--- src/rtl/cpu_pkg.sv ---
// Shared sequencer types: FSM state encoding, opcode width, halt opcode,
// and the state-to-phase-strobe map used by timing_sequencer.
package cpu_pkg;

    localparam int OPCODE_W = 5;
    localparam logic [OPCODE_W-1:0] HALT_OPCODE = 5'h1F;

    typedef enum logic [2:0] {
        S_IDLE,
        S_FETCH,
        S_PH1,
        S_PH2,
        S_PH3,
        S_PH4,
        S_PAUSE,
        S_HALTED
    } seq_state_e;

    // {T4,T3,T2,T1} for a given state; one-hot in PH1..PH4, zero elsewhere
    function automatic logic [3:0] phase_strobes(input seq_state_e s);
        logic [3:0] t;
        t = 4'b0000;
        unique case (s)
            S_PH1:   t = 4'b0001;
            S_PH2:   t = 4'b0010;
            S_PH3:   t = 4'b0100;
            S_PH4:   t = 4'b1000;
            default: t = 4'b0000;
        endcase
        return t;
    endfunction

endpackage

--- src/rtl/seq_pc_reg.sv ---
// Program counter: sync active-high reset to 0, advances once per
// instruction (increment with wrap, or load of branch target).
//   clk, reset           : clock, synchronous active-high reset
//   advance              : end of PH4, PC takes its next value
//   load, target         : select branch target instead of PC+1
//   pc                   : current program counter
module seq_pc_reg #(
    parameter int PC_W = 8
) (
    input  logic            clk,
    input  logic            reset,
    input  logic            advance,
    input  logic            load,
    input  logic [PC_W-1:0] target,
    output logic [PC_W-1:0] pc
);

    logic [PC_W-1:0] pc_q;
    logic [PC_W-1:0] pc_d;

    // Natural overflow of the PC_W-bit add gives the wrap to 0
    always_comb begin
        pc_d = pc_q;
        if (advance) begin
            pc_d = load ? target : pc_q + PC_W'(1);
        end
    end

    always_ff @(posedge clk) begin
        if (reset) begin
            pc_q <= '0;
        end else begin
            pc_q <= pc_d;
        end
    end

    assign pc = pc_q;

endmodule

--- src/rtl/timing_sequencer.sv ---
// Instruction fetch and T1..T4 phase sequencer feeding the opcode decoder.
// Ports: clk/Reset (sync, active-high); Run; fetch handshake InstrReq,
//   InstrAddr, InstrValid, InstrData; MemWait stretches T3; PCupdate and
//   Target load the branch target in T4; T1..T4 strobes; latched Opcode,
//   Operand; Halted; Step (single-step pulse).
// Build option: define SINGLE_STEP_EN to add a PAUSE state after each
//   non-halt instruction, released by Step. Undefined: Step is ignored.
module timing_sequencer
    import cpu_pkg::*;
#(
    parameter int                  PC_W    = 8,
    parameter int                  INSTR_W = 16,
    parameter logic [OPCODE_W-1:0] HALT_OP = HALT_OPCODE
) (
    input  logic                        clk,
    input  logic                        Reset,
    input  logic                        Run,
    output logic                        InstrReq,
    output logic [PC_W-1:0]             InstrAddr,
    input  logic                        InstrValid,
    input  logic [INSTR_W-1:0]          InstrData,
    input  logic                        MemWait,
    input  logic                        PCupdate,
    input  logic [PC_W-1:0]             Target,
    output logic                        T1,
    output logic                        T2,
    output logic                        T3,
    output logic                        T4,
    output logic [OPCODE_W-1:0]         Opcode,
    output logic [INSTR_W-OPCODE_W-1:0] Operand,
    output logic                        Halted,
    input  logic                        Step
);

    localparam int OPND_W = INSTR_W - OPCODE_W;

    seq_state_e          state_q,   state_d;
    logic [OPCODE_W-1:0] opcode_q,  opcode_d;
    logic [OPND_W-1:0]   operand_q, operand_d;
    logic [3:0]          t_q,       t_d;
    logic                req_q,     req_d;
    logic                halted_q,  halted_d;
    logic [PC_W-1:0]     pc;

    always_comb begin
        state_d   = state_q;
        opcode_d  = opcode_q;
        operand_d = operand_q;
        unique case (state_q)
            S_IDLE: begin
                if (Run) state_d = S_FETCH;
            end
            S_FETCH: begin
                if (InstrValid) begin
                    opcode_d  = InstrData[INSTR_W-1 -: OPCODE_W];
                    operand_d = InstrData[OPND_W-1:0];
                    state_d   = S_PH1;
                end
            end
            S_PH1: state_d = S_PH2;
            S_PH2: state_d = S_PH3;
            S_PH3: begin
                if (!MemWait) state_d = S_PH4;
            end
            S_PH4: begin
                if (opcode_q == HALT_OP) begin
                    state_d = S_HALTED;
                end else begin
`ifdef SINGLE_STEP_EN
                    state_d = S_PAUSE;
`else
                    state_d = Run ? S_FETCH : S_IDLE;
`endif
                end
            end
            S_PAUSE: begin
`ifdef SINGLE_STEP_EN
                if (Step) state_d = S_FETCH;
`else
                // Unreachable in this build; recover to a legal state
                state_d = Step ? S_FETCH : S_IDLE;
`endif
            end
            S_HALTED: state_d = S_HALTED;
            default:  state_d = S_IDLE;
        endcase

        // Outputs registered from the next state so they align with it
        t_d      = phase_strobes(state_d);
        req_d    = (state_d == S_FETCH);
        halted_d = (state_d == S_HALTED);
    end

    always_ff @(posedge clk) begin
        if (Reset) begin
            state_q   <= S_IDLE;
            opcode_q  <= '0;
            operand_q <= '0;
            t_q       <= '0;
            req_q     <= 1'b0;
            halted_q  <= 1'b0;
        end else begin
            state_q   <= state_d;
            opcode_q  <= opcode_d;
            operand_q <= operand_d;
            t_q       <= t_d;
            req_q     <= req_d;
            halted_q  <= halted_d;
        end
    end

    seq_pc_reg #(
        .PC_W (PC_W)
    ) u_pc (
        .clk     (clk),
        .reset   (Reset),
        .advance (state_q == S_PH4),
        .load    (PCupdate),
        .target  (Target),
        .pc      (pc)
    );

    assign InstrReq  = req_q;
    assign InstrAddr = pc;
    assign T1        = t_q[0];
    assign T2        = t_q[1];
    assign T3        = t_q[2];
    assign T4        = t_q[3];
    assign Opcode    = opcode_q;
    assign Operand   = operand_q;
    assign Halted    = halted_q;

endmodule
--- config.mk ---
export PLATFORM = sky130hd
export DESIGN_NAME = timing_sequencer
export DESIGN_NICKNAME = d
export VERILOG_FILES = /design/src/rtl/cpu_pkg.sv /design/src/rtl/seq_pc_reg.sv /design/src/rtl/timing_sequencer.sv
export SDC_FILE = /design/constraint.sdc
export NUM_CORES = 1
export LEC_CHECK = 0
export ABC_AREA = 1
export CORE_MARGIN = 2
export CORE_UTILIZATION = 46
export CTS_CLUSTER_DIAMETER = 120
export DETAILED_ROUTE_END_ITERATION = 10
export PLACE_DENSITY = 0.94
export SYNTH_ARGS = -nofsm -noshare
export SYNTH_HDL_FRONTEND = slang
export SYNTH_SLANG_ARGS = --single-unit
export TNS_END_PERCENT = 100
--- constraint.sdc ---
create_clock -name clk -period 1.8 [get_ports clk]
set_input_delay 0.54 -clock clk [delete_from_list [all_inputs] [get_ports clk]]
set_output_delay 0.54 -clock clk [all_outputs]
set_load 0.01 [all_outputs]
-- Word-level counts from Yosys, hierarchy flattened
Index checks and enable logic that the tools add are counted.
- register bits: 33
- input bits: 31
- output and inout port bits: 30
- word-level logic and storage cells: 33
- add/sub/neg operators: 1
- eq/ne operators: 14
- muxes and demuxes: 9
- reductions and logical operators: 2
- operator list (cell ; number):
    3-bit one-hot mux with 8 select lines ; 1
    3-bit == test (second input constant) ; 7
    4-bit one-hot mux with 4 select lines ; 1
    3-bit by 2-bit == test with 1-bit output (second input constant) ; 4
    3-bit 2-to-1 mux ; 4
    8-bit by 1-bit adder with 8-bit output (second input constant) ; 1
    8-bit 2-to-1 mux ; 1
    3-bit by 1-bit == test with 1-bit output (second input constant) ; 2
    5-bit == test (second input constant) ; 1
    3-bit zero test ; 1
    1-bit 2-to-1 mux ; 2
    2-bit AND reduction ; 1

-- Longest topological paths before layout
Gate-level depths: netlist (run 1).
- depth after elaboration: 5
- mapped depth: 10
- depth with buffers taken out: 10

-- Hierarchy
A second synthesis (run 1) with hierarchy kept.
- cell total of the unflattened synthesis: 219
- area, all modules: 1545.2 µm²
- by module, submodules not included (module ; instances ; cells an instance ; area an instance (µm²) ; seq. area each (µm²)):
    timing_sequencer ; 1 ; 141 ; 1051.0 ; 500.5
    seq_pc_reg ; 1 ; 78 ; 494.2 ; 160.2

-- Worst setup path after synthesis (run 1)
Ideal clock, no wire load.
- path kind: input -> register
- start point: in PCupdate
- end point: reg u_pc.pc_q[4] (netlist: u_pc.pc[4])
- setup time: 119 ps
- arrival time: 1229 ps
- required time: 1681 ps
- setup slack: 452 ps
- stages: 5
- path through: buf_4 -> inv_1 -> or2_2 -> a21oi_1 -> nor3_1
- cells in the longest elaborated chain, start to end: 1
- ends and longest elaborated chain (item ; RTL line ; source):
    start, declared ; timing_sequencer.sv:23 ; input logic PCupdate,
    8-bit 2-to-1 mux ; seq_pc_reg.sv:25 ; pc_d = load ? target : pc_q + PC_W'(1);
    end signal, assigned ; seq_pc_reg.sv:33 ; pc_q <= pc_d;
    end, declared ; seq_pc_reg.sv:18 ; logic [PC_W-1:0] pc_q;
Every way passes these cells.
A chain may end at the register's enable or synchronous reset.

-- Worst setup path in the final report (run 1)
- start point: reg operand_q[4] (netlist: Operand[4])
- end point: out Operand[4]
- RTL lines (item ; RTL line ; source):
    start, declared ; timing_sequencer.sv:39 ; logic [OPND_W-1:0] operand_q, operand_d;
    start signal, assigned ; timing_sequencer.sv:105 ; operand_q <= operand_d;
    end, declared ; timing_sequencer.sv:30 ; output logic [INSTR_W-OPCODE_W-1:0] Operand,
No word-level cell between the ends.

==> metrics, run 1 <==
Power Density 1140 mW/mm^2; Avg Inst Size Synth 7.10 um^2; CP max stage delay 530 ps; maxcap violations 0; min Tclk post-route 1750 ps; clk slew on worst S/H paths 90 ps; arrival time at the worst endpoint 1210 ps; dpl cell area 0.00212 mm^2; Mapped Nets 244; Detailed Place HPWL 2530 um; share of the synthesized area in the top cell type 0.439; Die X 61.2 um; root buffer cell clkbuf_4; Die H 61.2 um; Clock Power Share 0.227; number of buffers added on ports 60; worst hold path class reg2reg; Max Root-Sink Buffers 2; Combinational Power Share 0.384; WP data required 1260 ps; Worst-Skew Late Latency 340 ps; GRT overflow 0; post-synthesis sequential area ratio 0.439; max frequency 573 MHz; post-CTS setup repair buffer count 0; max_slew headroom 0.616; CP delay by family, top buffers and inverters; Antenna Cells 0; Tcrit/Tclk final 0.970; row count 20; Final Slew Violations 0; register share of total power 0.390; Hold Slack 489 ps; total track usage 0.197; IO Count 61; worst path cell trace clkdlybuf4s50_1; DR iter-0 viols 46; first-pass GRT wire length 5490 um; Yosys warning count 0; FILL cells 247; post-CTS sizing 13; CP max stage cell clkdlybuf4s50_1; initial antenna violation count 0; endpoints failing hold 0; clock sink total 33; top cells by area, synth dfxtp_1 (44%), nor2_1 (13%), nand2_1 (10%), o21ai_0 (8.6%), inv_1 (4.0%); Post-Synthesis Cells 212; DR vias 1548; drt drc 0; Slew @ Worst Pin 576 ps; Pint 1.66 mW; commonest non-fill, non-tap cell in the layout nor2_1; Final #Nets 307; CP Class reg2out; CTS Hold Buffers Added 0; share of cells above drive strength 1 0.105; post-synthesis register bit count 33; Post-Synthesis Cell Area 0.00151 mm^2; Static Leak 1.15 nW; core area 0.00308 mm^2; post-DR wirelength/cell 11.1 um; largest net degree at the start of global routing 23; CP bufs+invs 1; die area 0.00375 mm^2; DRT antenna net count 0; most frequent cells in the layout nor2_1 (52), nand2_1 (41), clkdlybuf4s50_1 (38); Worst Setup Start Kind flip-flop; fin util 0.726; final wirelength 3540 um; Max FO, Critical Path 2; GP Congestion 0.909; area leader, netlist dfxtp_1; TritonCTS clock tree done; RSZ-0062 raised after global routing no; design area 0.00224 mm^2; P_sw 0.899 mW; library cells used by synthesis 27; status finished, final reports clean; Final setup viols 0; CP Capture Type output pin; first drt pass iteration count 4; H-tree depth 2; Switching Share 0.351; Inserted Clock Buffers 5; initial core utilization 0.489; via/cell ratio 4.84; Clock Skew 5.32 ps; Max IR drop VDD 0.601 mV; area grow syn2layout 48.5%; vias in the first global route 1329
==> synth_stat cells <==
cell and count:
nand2_2 3, nand3_4 1, dfxtp_1 33, inv_1 16
buf_4 2, nand2_4 1, nand2_1 41, a21oi_1 6
buf_6 1, or2_1 1, buf_1 1, buf_12 1
nand3_2 2, nor2_1 52, nor3_1 3, o21ai_0 26
nand3_1 9, buf_2 1, or2_2 1, nor2_4 2
inv_2 3, clkbuf_1 1, a31oi_1 1, inv_6 1
o22ai_1 1, ha_1 1, o21ai_2 1
==> stage by stage <==
step | setup TNS (ps) | cells | total power, mW | setup slack (ps)
2_1_floorplan | 0 | 212 | 1.64 | 452
3_3_place_gp | -48.7 | 312 | 2.00 | -28.4
3_5_place_dp | -66.9 | 312 | 2.03 | -40.5
4_1_cts | 0 | 320 | 2.59 | 0.658
5_1_grt | 0 | 320 | 2.72 | 1.56
6_report | 0 | 320 | 2.56 | 53.7
==> power groups by stage <==
| stage | Combinational, mW | Sequential [mW] | Clock (mW) |
|---|---|---|---|
| final | 0.981 | 0.998 | 0.580 |
| after global routing | 1.08 | 1.02 | 0.624 |
| after global placement | 0.993 | 1.01 | 0 |
| after CTS | 0.997 | 0.999 | 0.589 |
| after detailed placement | 1.01 | 1.01 | 0 |
| after floorplan | 0.578 | 1.07 | 0 |
==> logic make-up after synthesis <==
group           Yosys count  synth area share
simple gates            116             0.340
compound gates           35             0.121
flops                    33             0.439
buf+inv                  27            0.0923
fa+ha+maj                 1           0.00831
==> per-layer routing <==
layer,vias to the layer above,GRT usage,part of all wire
li1,795,-,-
met1,688,0.236,0.44
met2,59,0.339,0.47
met3,6,0.0609,0.080
met4,0,0.0590,0.011
met5,-,0,0
==> state kept, by name (all words and copies together), names as in the netlist <==
name and flops:
Operand 11, state_q 3, u_pc.pc 8, t_q 4, Opcode 5, InstrReq 1, Halted 1
==> area by class of cell <==
| class | instances | area, um^2 | share of cell area |
|---|---|---|---|
| well taps | 44 | 55.1 | 0.0246 |
| repair buffers | 63 | 644 | 0.288 |
| clock buffers | 7 | 55.1 | 0.0246 |
| flip-flops and latches | 33 | 666 | 0.298 |
| inverters | 20 | 80.1 | 0.0358 |
| multi-input cells | 152 | 706 | 0.316 |
| clock inverters | 1 | 30.0 | 0.0134 |
==> path summary, 6_finish.rpt <==
path	depth (start not counted)	startpoint	endpoint	slack, ps
min reg2reg	2	Operand[9]$_SDFFE_PP0P_	Operand[9]$_SDFFE_PP0P_	490
min	2	Operand[9]$_SDFFE_PP0P_	Operand[9]$_SDFFE_PP0P_	490
max reg2reg	9	state_q[2]$_SDFF_PP0_	t_q[2]$_SDFF_PP0_	350
max	1	Operand[4]$_SDFFE_PP0P_	Operand[4]	50
No activity file was read; power rests on OpenSTA's default activity.
==> run 2, diff against run 1 <==
--- a/config.mk
+++ b/config.mk
@@ -6,6 +6,7 @@
 export NUM_CORES = 1
 export LEC_CHECK = 0
 export ABC_AREA = 1
+export CORE_ASPECT_RATIO = 1.1
 export CORE_MARGIN = 2
 export CORE_UTILIZATION = 46
 export CTS_CLUSTER_DIAMETER = 120
==> metrics, run 2 (synthesized netlist as in run 1, its figures left out) <==
total track usage 0.202; CP max stage delay 540 ps; RSZ-0062 raised after global routing no; Crit path depth 1; Slew @ Worst Pin 315 ps; design area 0.00220 mm^2; number of buffers added on ports 60; row count 21; CP Capture Type output pin; critical path endpoint Operand[9]; Die H 64.0 um; Worst Setup Start Kind flip-flop; TritonCTS clock tree done; Clock Power Share 0.156; root buffer cell clkbuf_4; initial core utilization 0.490; CP Class reg2out; first drt pass iteration count 4; Power Density 1080 mW/mm^2; Combinational Power Share 0.422; DRT antenna net count 0; clock sink total 33; min Tclk post-route 1750 ps; post-DR wirelength/cell 11.4 um; share of cells above drive strength 1 0.108; Detailed Place HPWL 2660 um; worst r2r src state_q[2]$_SDFF_PP0_; GP Congestion 0.879; maxcap violations 0; first-pass GRT wire length 5790 um; CP max stage cell clkdlybuf4s50_1; commonest non-fill, non-tap cell in the layout nor2_1; Inserted Clock Buffers 5; via/cell ratio 4.95; DR vias 1538; worst hold path class reg2reg; Clock Skew 6.87 ps; clk slew on worst S/H paths 90 ps; start point of the critical path Operand[9]$_SDFFE_PP0P_; WP data required 1260 ps; max FFs per register 11; status finished, final reports clean; initial antenna violation count 0; Final #Nets 310; Antenna Cells 0; area grow syn2layout 46.1%; Max FO, Critical Path 2; Die X 58.5 um; final wirelength 3530 um; register share of total power 0.422; core area 0.00307 mm^2; TNS Setup 0 ps; dpl cell area 0.00213 mm^2; Final Slew Violations 0; most frequent cells in the layout nor2_1 (52), clkdlybuf4s50_1 (45), nand2_1 (41); CP delay by family, top buffers and inverters; H-tree depth 2; Hold Slack 489 ps; worst path cell trace clkdlybuf4s50_1; Final setup viols 0; max frequency 571 MHz; DR iter-0 viols 60; Max Root-Sink Buffers 2; FF-to-FF path depth 9; GRT overflow 0; Switching Share 0.373; FILL cells 259; endpoints failing hold 0; FF-to-FF End t_q[2]$_SDFF_PP0_; CP bufs+invs 1; Max IR drop VDD 0.769 mV; largest net degree at the start of global routing 20; Pint 1.49 mW; drt drc 0; vias in the first global route 1376; arrival time at the worst endpoint 1210 ps; Tcrit/Tclk final 0.974; die area 0.00375 mm^2; Static Leak 1.08 nW; max_slew headroom 0.789; IO Count 61; Worst-Skew Late Latency 330 ps; Worst R2R Setup Slack 400 ps; P_sw 0.884 mW
run 2: cell types whose count changed in the layout (fill, tap and decap cells not counted), moves of 3 or more:
cell	previous run	this run
dlygate4sd2_1	9	5
dlymetal6s2s_1	13	10
clkdlybuf4s50_1	38	45
buf_4	3	6
run 2: final cells by class:
class,count,area (um^2),area share
inverters,20,80.1,0.0364
clock inverters,1,5.00,0.00228
multi-input cells,152,706,0.321
well taps,34,42.5,0.0193
repair buffers,66,664,0.302
flip-flops and latches,33,664,0.302
clock buffers,5,37.5,0.0171
run 2: power groups by stage:
stage          clock (mW)  sequential, mW  combinational, mW
2_1_floorplan           0            1.07              0.578
3_3_place_gp            0            1.01              0.995
3_5_place_dp            0            1.02               1.02
4_1_cts             0.380            1.00               1.02
5_1_grt             0.407            1.02               1.13
6_report            0.369            1.00               1.00
run 2: per-stage QoR:
step | cells | utilization | worst slack, ps | power (mW)
finish | 311 | 0.716 | 47.7 | 2.37
global route | 311 | 0.716 | 2.84 | 2.56
CTS | 311 | 0.707 | 0.659 | 2.40
detailed placement | 305 | 0.694 | 48.6 | 2.04
global placement | 305 | 0.694 | 83.1 | 2.01
floorplan | 212 | - | 452 | 1.64
run 2: worst min-delay path by stage:
| stage | from | end | slack [ps] | cells past startpoint |
|---|---|---|---|---|
| global placement | Operand[2]$_SDFFE_PP0P_ | Operand[2]$_SDFFE_PP0P_ | 460 | 2 |
| floorplan | state_q[2]$_SDFF_PP0_ | t_q[1]$_SDFF_PP0_ | 480 | 1 |
| detailed placement | Operand[5]$_SDFFE_PP0P_ | Operand[5]$_SDFFE_PP0P_ | 470 | 2 |
| global route | Operand[5]$_SDFFE_PP0P_ | Operand[5]$_SDFFE_PP0P_ | 520 | 2 |
| finish | Operand[6]$_SDFFE_PP0P_ | Operand[6]$_SDFFE_PP0P_ | 490 | 2 |
| CTS | Operand[1]$_SDFFE_PP0P_ | Operand[1]$_SDFFE_PP0P_ | 490 | 2 |
run 2: what timing repair did:
action,CTS,global route
gates cloned,0,0
setup buffers,0,0
setup endpoints to repair,8,10
gates resized for setup,8,10
hold buffers,0,0
run 2: routing by layer:
metal,global-route usage,share of wire,wire length (um),vias up
li1,-,-,-,796
met3,0.0628,0.079,278,4
met5,0,0,0,-
met2,0.336,0.50,1750,54
met4,0.108,0.0091,32,0
met1,0.225,0.42,1470,684
==> run 3, diff against run 2 <==
--- a/config.mk
+++ b/config.mk
@@ -11,6 +11,7 @@
 export CORE_UTILIZATION = 46
 export CTS_CLUSTER_DIAMETER = 120
 export DETAILED_ROUTE_END_ITERATION = 10
+export HOLD_SLACK_MARGIN = 0.03
 export PLACE_DENSITY = 0.94
 export SYNTH_ARGS = -nofsm -noshare
 export SYNTH_HDL_FRONTEND = slang
==> results of run 3 <==
Final layout, timing and power as in run 2 (identical DEF).
